==> config.mk <==
export PLATFORM = sky130hd
export DESIGN_NAME = mem_access_unit
export DESIGN_NICKNAME = d
export VERILOG_FILES = /design/src/rtl/riscv_pkg.sv /design/src/rtl/load_extend.sv /design/src/rtl/mem_access_unit.sv
export SDC_FILE = /design/constraint.sdc
export NUM_CORES = 1
export LEC_CHECK = 0
export CAP_MARGIN = 25
export CORE_ASPECT_RATIO = 1.5
export CORE_MARGIN = 2
export CORE_UTILIZATION = 25
export CTS_CLUSTER_SIZE = 20
export DETAILED_ROUTE_END_ITERATION = 10
export SLEW_MARGIN = 20
export SYNTH_ARGS = -nofsm -noshare
export SYNTH_HDL_FRONTEND = slang
export SYNTH_SLANG_ARGS = --single-unit
==> constraint.sdc <==
create_clock -name clk -period 2.9 [get_ports clk]
set_input_delay 0.725 -clock clk [delete_from_list [all_inputs] [get_ports clk]]
set_output_delay 0.725 -clock clk [all_outputs]
set_load 0.01 [all_outputs]
==> src/rtl/riscv_pkg.sv <==
// Shared constants and types for the MEM-stage data-memory initiator.
package riscv_pkg;

  localparam logic [2:0] F3_B  = 3'b000;
  localparam logic [2:0] F3_H  = 3'b001;
  localparam logic [2:0] F3_W  = 3'b010;
  localparam logic [2:0] F3_BU = 3'b100;
  localparam logic [2:0] F3_HU = 3'b101;

  localparam logic [31:0] NOP_INSN = 32'h0000_0013;

  typedef enum logic [1:0] {
    StIdle = 2'd0,
    StBusy = 2'd1,
    StDone = 2'd2
  } mau_state_e;

endpackage

==> src/rtl/load_extend.sv <==
// Selects the addressed byte/half of a read word and sign- or zero-extends it.
module load_extend
  import riscv_pkg::*;
(
  input  logic [31:0] rdata,
  input  logic [1:0]  off,
  input  logic [2:0]  funct3,
  output logic [31:0] data
);

  logic [31:0] shifted;

  always_comb begin
    shifted = rdata >> {off, 3'b000};
    case (funct3)
      F3_B:    data = {{24{shifted[7]}}, shifted[7:0]};
      F3_H:    data = {{16{shifted[15]}}, shifted[15:0]};
      F3_BU:   data = {24'b0, shifted[7:0]};
      F3_HU:   data = {16'b0, shifted[15:0]};
      default: data = shifted;
    endcase
  end

endmodule

==> src/rtl/mem_access_unit.sv <==
// MEM-stage initiator: runs one req/ack bus transaction per load/store and
// stalls upstream until the instruction can be handed to MEM/WB.
module mem_access_unit #(
  parameter int unsigned TIMEOUT  = 16,
  parameter logic [31:0] NOP_INSN = riscv_pkg::NOP_INSN
) (
  input  logic        clk,
  input  logic        rst_n,
  input  logic        valid_in,
  input  logic        MemRead_in,
  input  logic        MemWrite_in,
  input  logic        RegWrite_in,
  input  logic        MemToReg_in,
  input  logic [2:0]  funct3_in,
  input  logic [31:0] alu_result_in,
  input  logic [31:0] store_data_in,
  input  logic [4:0]  rd_in,
  input  logic [31:0] instruction_in,
  output logic        RegWrite_out,
  output logic        MemToReg_out,
  output logic [31:0] alu_result_out,
  output logic [31:0] mem_data_out,
  output logic [4:0]  rd_out,
  output logic [31:0] instruction_out,
  output logic        stall_out,
  output logic        misaligned_out,
  output logic        bus_err_out,
  output logic        dmem_req,
  output logic        dmem_we,
  output logic [31:0] dmem_addr,
  output logic [3:0]  dmem_be,
  output logic [31:0] dmem_wdata,
  input  logic [31:0] dmem_rdata,
  input  logic        dmem_ack
);

  localparam int unsigned CntW = (TIMEOUT > 1) ? $clog2(TIMEOUT) : 1;
  localparam logic [CntW-1:0] CntMax = CntW'(TIMEOUT - 1);

  riscv_pkg::mau_state_e state_q, state_d;
  logic [CntW-1:0] cnt_q, cnt_d;
  logic            err_q, err_d;
  logic [31:0]     rdata_q, rdata_d;
  logic            regwrite_q, memtoreg_q, we_q;
  logic [31:0]     alu_q, insn_q, addr_q, wdata_q;
  logic [4:0]      rd_q;
  logic [2:0]      f3_q;
  logic [3:0]      be_q;

  logic        mem_op, illegal, misaligned, start;
  logic [1:0]  off;
  logic [3:0]  be_d;
  logic [31:0] wdata_d, ext_data;

  assign off    = alu_result_in[1:0];
  assign mem_op = valid_in & (MemRead_in | MemWrite_in);
  assign start  = (state_q == riscv_pkg::StIdle) & mem_op & ~illegal & ~misaligned;

  // Legality, alignment and lane placement of the incoming EX/MEM access.
  always_comb begin
    illegal    = 1'b0;
    misaligned = 1'b0;
    be_d       = 4'b1111;
    wdata_d    = '0;
    if (MemWrite_in) begin
      illegal = funct3_in[2] | (funct3_in[1:0] == 2'b11);
    end else begin
      illegal = (funct3_in == 3'b011) | (funct3_in[2:1] == 2'b11);
    end
    case (funct3_in[1:0])
      2'b01:   misaligned = off[0];
      2'b10:   misaligned = (off != 2'b00);
      default: misaligned = 1'b0;
    endcase
    if (MemWrite_in) begin
      case (funct3_in[1:0])
        2'b00: begin
          be_d    = 4'b0001 << off;
          wdata_d = {4{store_data_in[7:0]}};
        end
        2'b01: begin
          be_d    = 4'b0011 << off;
          wdata_d = {2{store_data_in[15:0]}};
        end
        default: wdata_d = store_data_in;
      endcase
    end
  end

  load_extend u_load_extend (
    .rdata  (rdata_q),
    .off    (alu_q[1:0]),
    .funct3 (f3_q),
    .data   (ext_data)
  );

  always_comb begin
    state_d         = state_q;
    cnt_d           = cnt_q;
    err_d           = err_q;
    rdata_d         = rdata_q;
    RegWrite_out    = 1'b0;
    MemToReg_out    = 1'b0;
    alu_result_out  = '0;
    mem_data_out    = '0;
    rd_out          = '0;
    instruction_out = NOP_INSN;
    stall_out       = 1'b0;
    misaligned_out  = 1'b0;
    bus_err_out     = 1'b0;
    unique case (state_q)
      riscv_pkg::StIdle: begin
        if (mem_op) begin
          if (illegal || misaligned) begin
            misaligned_out = 1'b1;
          end else begin
            stall_out = 1'b1;
            state_d   = riscv_pkg::StBusy;
            cnt_d     = '0;
            err_d     = 1'b0;
          end
        end else if (valid_in) begin
          RegWrite_out    = RegWrite_in;
          MemToReg_out    = MemToReg_in;
          alu_result_out  = alu_result_in;
          rd_out          = rd_in;
          instruction_out = instruction_in;
        end
      end
      riscv_pkg::StBusy: begin
        stall_out = 1'b1;
        cnt_d     = cnt_q + CntW'(1);
        // Ack is checked first so it wins over a same-cycle timeout.
        if (dmem_ack) begin
          rdata_d = dmem_rdata;
          state_d = riscv_pkg::StDone;
        end else if (cnt_q == CntMax) begin
          err_d   = 1'b1;
          state_d = riscv_pkg::StDone;
        end
      end
      riscv_pkg::StDone: begin
        RegWrite_out    = regwrite_q & ~err_q;
        MemToReg_out    = memtoreg_q;
        alu_result_out  = alu_q;
        mem_data_out    = (we_q | err_q) ? '0 : ext_data;
        rd_out          = rd_q;
        instruction_out = insn_q;
        bus_err_out     = err_q;
        state_d         = riscv_pkg::StIdle;
      end
      default: state_d = riscv_pkg::StIdle;
    endcase
  end

  always_ff @(posedge clk or negedge rst_n) begin
    if (!rst_n) begin
      state_q    <= riscv_pkg::StIdle;
      cnt_q      <= '0;
      err_q      <= 1'b0;
      rdata_q    <= '0;
      regwrite_q <= 1'b0;
      memtoreg_q <= 1'b0;
      we_q       <= 1'b0;
      alu_q      <= '0;
      insn_q     <= '0;
      addr_q     <= '0;
      wdata_q    <= '0;
      rd_q       <= '0;
      f3_q       <= '0;
      be_q       <= '0;
    end else begin
      state_q <= state_d;
      cnt_q   <= cnt_d;
      err_q   <= err_d;
      rdata_q <= rdata_d;
      if (start) begin
        regwrite_q <= RegWrite_in;
        memtoreg_q <= MemToReg_in;
        we_q       <= MemWrite_in;
        alu_q      <= alu_result_in;
        insn_q     <= instruction_in;
        addr_q     <= {alu_result_in[31:2], 2'b00};
        wdata_q    <= wdata_d;
        rd_q       <= rd_in;
        f3_q       <= funct3_in;
        be_q       <= be_d;
      end
    end
  end

  assign dmem_req   = (state_q == riscv_pkg::StBusy);
  assign dmem_we    = we_q;
  assign dmem_addr  = addr_q;
  assign dmem_be    = be_q;
  assign dmem_wdata = wdata_q;

endmodule

==> Word level (Yosys, flattened, before mapping) <==
Index checks and enable logic that the tools add are counted.
{ "word_totals": {"regBits": 180, "inputBits": 144, "output_inout_bits": 176, "wordCells": 100} }
{ "classes": {"add_sub_neg": 1, "eq_ne": 16, "shift": 3, "n_mux": 44, "bitwise": 12, "n_reduce_logical": 10} }
{ "ops": {"columns": ["op", "count"], "rows": [
  ["2-to-1 mux 32 bit", 7],
  ["one-hot mux 32 bit (2 select lines)", 3],
  ["one-hot mux 32 bit (4 select lines)", 1],
  ["right shift 32 x 5 -> 32 bit", 1],
  ["one-hot mux 4 bit (2 select lines)", 2],
  ["2-to-1 mux 1 bit", 15],
  ["2-to-1 mux 4 bit", 3],
  ["2-to-1 mux 5 bit", 2],
  ["one-hot mux 1 bit (2 select lines)", 5],
  ["one-hot mux 5 bit (2 select lines)", 1],
  ["== test 2 bit, second input constant", 4],
  ["2-to-1 mux 2 bit", 4],
  ["== test 3 bit, second input constant", 2],
  ["inequality test 2 bit, second input constant", 3],
  ["AND reduction 3 bit", 2],
  ["bitwise AND 1 bit", 5],
  ["AND reduction 5 bit", 1],
  ["adder 4 x 1 -> 4 bit, second input constant", 1],
  ["== test 2 x 1 -> 1 bit, second input constant", 2],
  ["== test 4 bit, second input constant", 1],
  ["logical NOT 2 bit", 2],
  ["OR 1 bit", 4],
  ["one-hot mux 2 bit (2 select lines)", 1],
  ["nonzero test 2 bit", 2],
  ["other kinds (10)", 12]
]} }

==> Depth between registers and ports, before layout <==
{ "logic_depth": {"depth_word": 7, "ltp_mapped": 9, "mapped_depth_nobuf": 6} }

==> Modules after synthesis <==
From an unflattened synthesis, not the netlist that was laid out.
{ "unflattened": {"cells_unflattened": 720, "area_unflattened_um2": 8135.3} }
{ "by_module_without_submodules": {"columns": ["module", "instances", "cells_each", "area_per_inst_um2", "seq_area_each_um2"], "rows": [
  ["mem_access_unit", 1, 613, 7440.9, 3753.6],
  ["load_extend", 1, 107, 694.4, 0.0]
]} }

==> Worst setup path before layout <==
No wires, ideal clock.
{ "synth_timing": {"path_type": "input-to-output", "start": "in funct3_in[0]", "end": "out stall_out", "t_arrival_ns": 2.064, "t_required_ns": 2.175, "setup_slack_ns": 0.111, "stages": 9, "path_buffers": 3, "path_cell_list": "inv_1 > ha_1 > o211ai_1 > nand2_1 > nor3_1 > buf_2 > buf_4 > buf_4 > or2_2"} }
{ "synth_between": {"elab_chain_cells": 7, "elab_cells_between_ends": 12, "cone_classes": "eq/ne: 4; mux: 5; bitwise: 2; reduce/logical: 1"} }
{ "synth_rtl": {"columns": ["element", "line", "source"], "rows": [
  ["start: declaration", "mem_access_unit.sv:14", "input logic [2:0] funct3_in,"],
  ["== test 3 x 2 -> 1 bit / == test 2 bit (equally long branches)", "mem_access_unit.sv:68, mem_access_unit.sv:66", null],
  ["OR 1 bit, on equally long branches", "mem_access_unit.sv:68, mem_access_unit.sv:66", null],
  ["2-to-1 mux 1 bit", "mem_access_unit.sv:65", "if (MemWrite_in) begin"],
  ["logical OR 1 bit *", "mem_access_unit.sv:114", "if (illegal || misaligned) begin"],
  ["2-to-1 mux 1 bit *", "mem_access_unit.sv:114", null],
  ["2-to-1 mux 1 bit *", "mem_access_unit.sv:113", "if (mem_op) begin"],
  ["one-hot mux 1 bit (2 select lines) *", "mem_access_unit.sv:111", "unique case (state_q)"],
  ["end: declaration", "mem_access_unit.sv:25", "output logic stall_out,"]
]} }
Mark *: on every way between the ends. The rest lies on a longest branch, timed or not.

==> Worst setup path in the final report <==
{ "layout_timing": {"start": "reg err_q", "end": "out mem_data_out[26]"} }
{ "layout_between": {"elab_chain_cells": 3} }
{ "layout_rtl": {"columns": ["element", "line", "source"], "rows": [
  ["start: declaration", "mem_access_unit.sv:42", "logic err_q, err_d;"],
  ["start signal: assignment", "mem_access_unit.sv:175", "err_q <= err_d;"],
  ["OR 1 bit", "mem_access_unit.sv:146", "mem_data_out = (we_q | err_q) ? '0 : ext_data;"],
  ["2-to-1 mux 32 bit", "mem_access_unit.sv:146", null],
  ["2-to-1 mux 32 bit", "mem_access_unit.sv:111", null],
  ["end: declaration", "mem_access_unit.sv:22", "output logic [31:0] mem_data_out,"]
]} }
Every way passes these cells.

==> reports/qor.log <==
INFO  status         status=finished, violations left
INFO  status         failed_checks=negative setup slack
INFO  clock_tree     clock_tree.root_cell=sky130_fd_sc_hd__clkbuf_16
INFO  synthesis      synth_area_per_cell=11.3um^2
INFO  cells_and_area relative_area_change_from_synthesis_to_final_layout=55.1%
INFO  power          share_seq_of_total_power=37.5%
INFO  global_route   grt_max_degree=53
INFO  power          power.ir.vdd_worst=447uV
INFO  clock_tree     numCtsBuffers=17
INFO  die            floorplan.die.width=149um
INFO  timing         final_min_period_over_clock_period=105%
INFO  timing         setup_ws_post_layout=-148ps
INFO  die            core_area=31100um^2
INFO  synthesis      synth-warning-count=0
INFO  power          combinationalPowerShare=35.9%
INFO  global_route   overflow=0
INFO  global_route   number_of_antenna_violations_at_the_first_check_in_global_routing=4
INFO  critical_path  setup.worst_path.start_class=register
INFO  synthesis      post_synth_instance_area=7920um^2
INFO  synthesis      synth-async-reset-ratio=100%
INFO  timing         finalWorstPathRequiredPeriod=3050ps
INFO  synthesis      synthDistinctLibCells=40
INFO  timing         fmax=328MHz
INFO  timing         setup_viol=16
INFO  clock_tree     htreeDepth=4
INFO  route          routed_via_count_divided_by_cell_count=4.71
INFO  clock_tree     cts_num_sinks=150
INFO  placed_design  postPlaceCellArea=11600um^2
INFO  critical_path  worst-endpoint-arrival=2320ps
INFO  route          routed_wl=28500um
INFO  die            die_h=222um
INFO  synthesis      synth_edf_count=0
INFO  power          post-layout-total-power=9380uW
INFO  clock_tree     tritoncts=done
INFO  timing         max_slew_margin=59.1%
INFO  timing         final_hold_viol_count=0
INFO  critical_path  critPathMaxFanout=8
INFO  synthesis      ys.flop_type=sky130_fd_sc_hd__dfrtp_1
INFO  critical_path  critical_path.endpoint_type=primary output
INFO  power          p_leak=0.00547uW
INFO  global_route   grt_first_pass_wirelength=42800um
INFO  die            rows=79
INFO  timing         timing.hold.ws=216ps
INFO  synthesis      post_synth_inst_count=699
INFO  route          first_iter_violations=275
INFO  critical_path  worst-endpoint-required=2170ps
INFO  timing         drv_slew=0
INFO  critical_path  timing_worst_setup_path_type=reg2out
INFO  placed_design  dp_hpwl=20500um
INFO  route          drt_pass1_iterations=5
INFO  global_route   first_global_vias=7099
INFO  power          share_clk_of_total_power=26.6%
INFO  die            fp.dieArea=33100um^2
INFO  route          route.vias.total=6758
INFO  clock_tree     clock_tree.buffer_depth=2
INFO  synthesis      sequential_area_share_after_synthesis=47.4%
INFO  route          routed_wire_length_per_instance=19.8um
INFO  placed_design  dp_slack=-570ps
INFO  power          sw_frac_of_total=31.5%
INFO  clock_tree     clkLatencyLatePin=450ps
INFO  power          net_switching_component_of_the_power=2960uW
INFO  timing         final.setup_skew=7.90ps
INFO  route          route.detailed.drc=0
INFO  timing         tightestPinTransition=614ps
INFO  hold_path      worst_hold_path_type=in2async
INFO  cells_and_area drive_gt1_share=35.8%
INFO  die            initial_utilization=25.4%
INFO  timing         grt_setup_unrepaired=yes
INFO  power          cellPowerDensity=764nW/um^2
INFO  route          antenna_violating_nets_post_route=0
INFO  timing         setup_tns=-1740ps
INFO  placed_design  portBuffers=317
INFO  cells_and_area cell_area_after_layout=12300um^2
INFO  synthesis      synth.ff_latch_count=150
INFO  placed_design  gp_congestion=0.870
INFO  cells_and_area final_net_count=1165
INFO  die            boundaryPins=320
INFO  global_route   grt.total_usage=17.3%
INFO  run            maxCapViolCount=0
INFO  clock_tree     path_clk_slew=60ps
INFO  power          p_int=6420uW
==> flip-flops by register name (all words and copies together) (netlist names), 2 cells and up <==
signal	count
alu_q	32
dmem_wdata	32
insn_q	32
rdata_q	32
rd_q	5
cnt_q	4
dmem_be	4
f3_q	3
state_q	2
==> worst max-delay path, stage by stage, from the launching register on <==
cell and delay, ps:
sky130_fd_sc_hd__dfrtp_1 380, sky130_fd_sc_hd__or4b_4 560, sky130_fd_sc_hd__or3b_4 410, sky130_fd_sc_hd__buf_6 140
sky130_fd_sc_hd__nor2_8 130, sky130_fd_sc_hd__a21o_1 140, sky130_fd_sc_hd__buf_2 130
==> kinds of logic after synthesis <==
group	after synthesis	synth area share, %
adder cells (fa/ha/maj)	5	0.790
flip-flops	150	47.4
other	1	0.0474
multiplexers	162	22.6
AND/OR/NAND/NOR	122	7.11
buffers and inverters	99	6.70
XOR/XNOR	1	0.111
AO/OA/AOI/OAI	159	15.2
==> routing by layer <==
metal	GRT usage, %	up-vias	part of all wire (%)
met5	0	-	0.11
met2	29.1	258	50
met3	4.63	60	6.1
met4	8.20	4	3.7
li1	-	3116	-
met1	20.3	3320	40
==> path summary, 6_finish.rpt <==
path | cells after the start | slack, ps | end | start
worst max-delay path | 6 | -150 | mem_data_out[26] | err_q
worst min-delay path | 1 | 220 | dmem_wdata[7] | rst_n
worst max register to register | 9 | 280 | dmem_wdata[27] | state_q[0]
worst min register to register | 1 | 500 | dmem_wdata[18] | dmem_wdata[18]
max in group asynchronous | 2 | 2010 | insn_q[15] | rst_n
min in group clk | 1 | 500 | dmem_wdata[18] | dmem_wdata[18]
==> through the flow <==
step | util (%) | std cells
after floorplan | - | 700
after global placement | 37.1 | 1381
after detailed placement | 37.1 | 1381
after CTS | 39.7 | 1432
after global routing | 39.4 | 1434
final | 39.4 | 1435
==> synth_stat cells (all sizes together), types with 2 or more instances <==
| master | n | area share, % |
|---|---|---|
| nor2 | 52 | 2.7 |
| a31oi | 2 | 0.16 |
| buf | 62 | 4.9 |
| a22o | 75 | 8.3 |
| mux2i | 26 | 3.3 |
| a211oi | 14 | 1.3 |
| a21boi | 8 | 0.76 |
| inv | 13 | 0.62 |
| a21o | 9 | 0.85 |
| ha | 5 | 0.79 |
| nor2b | 11 | 0.87 |
| nand2 | 36 | 1.7 |
| nand3 | 3 | 0.19 |
| o22ai | 2 | 0.16 |
| mux2 | 136 | 19 |
| o2111ai | 2 | 0.22 |
| o211ai | 4 | 0.38 |
| or2 | 3 | 0.24 |
| or3 | 2 | 0.16 |
| dfrtp | 150 | 47 |
| o21ai | 28 | 1.8 |
| a21oi | 9 | 0.57 |
| nand2b | 2 | 0.16 |
| o22a | 3 | 0.33 |
| and2 | 8 | 0.63 |
| clkbuf | 24 | 1.1 |
==> cells in the final DEF (no fill, tap or decap), types with 10 or more instances in the layout <==
| master | n |
|---|---|
| sky130_fd_sc_hd__a211oi_1 | 12 |
| sky130_fd_sc_hd__a22o_1 | 75 |
| sky130_fd_sc_hd__buf_2 | 73 |
| sky130_fd_sc_hd__buf_4 | 42 |
| sky130_fd_sc_hd__buf_6 | 24 |
| sky130_fd_sc_hd__clkbuf_16 | 18 |
| sky130_fd_sc_hd__clkbuf_2 | 11 |
| sky130_fd_sc_hd__clkdlybuf4s50_1 | 205 |
| sky130_fd_sc_hd__dfrtp_1 | 150 |
| sky130_fd_sc_hd__inv_1 | 10 |
| sky130_fd_sc_hd__mux2_2 | 135 |
| sky130_fd_sc_hd__mux2i_1 | 25 |
| sky130_fd_sc_hd__nand2_1 | 35 |
| sky130_fd_sc_hd__nor2_1 | 51 |
| sky130_fd_sc_hd__nor2b_1 | 10 |
| sky130_fd_sc_hd__o21ai_0 | 20 |
==> timing repair <==
item / CTS / global route
cloned: 6 / 1
setup endpoints to repair: 107 / 139
setup buffers: 18 / 10
hold buffers: 0 / 0
gates resized for setup: 394 / 96
pin swaps: 21 / 25
==> power by group through the flow <==
stage          combinational [uW]  sequential (uW)  clock [uW]
2_1_floorplan                1870             3380           0
3_3_place_gp                 3260             3530           0
3_5_place_dp                 3300             3550           0
4_1_cts                      3330             3520        2570
5_1_grt                      3630             3630        2660
6_report                     3370             3510        2500
==> cell type report <==
class / instances / area [um^2]
Inverter: 13 / 48.8
Clock buffer: 23 / 478
Tap cell: 405 / 507
Antenna cell: 2 / 5.00
Fill cell: 3096 / 18900
Timing Repair Buffer: 383 / 3530
Sequential cell: 150 / 3750
Clock inverter: 8 / 170
Multi-Input combinational cell: 451 / 3780
Power figures use the tool's default switching activity.
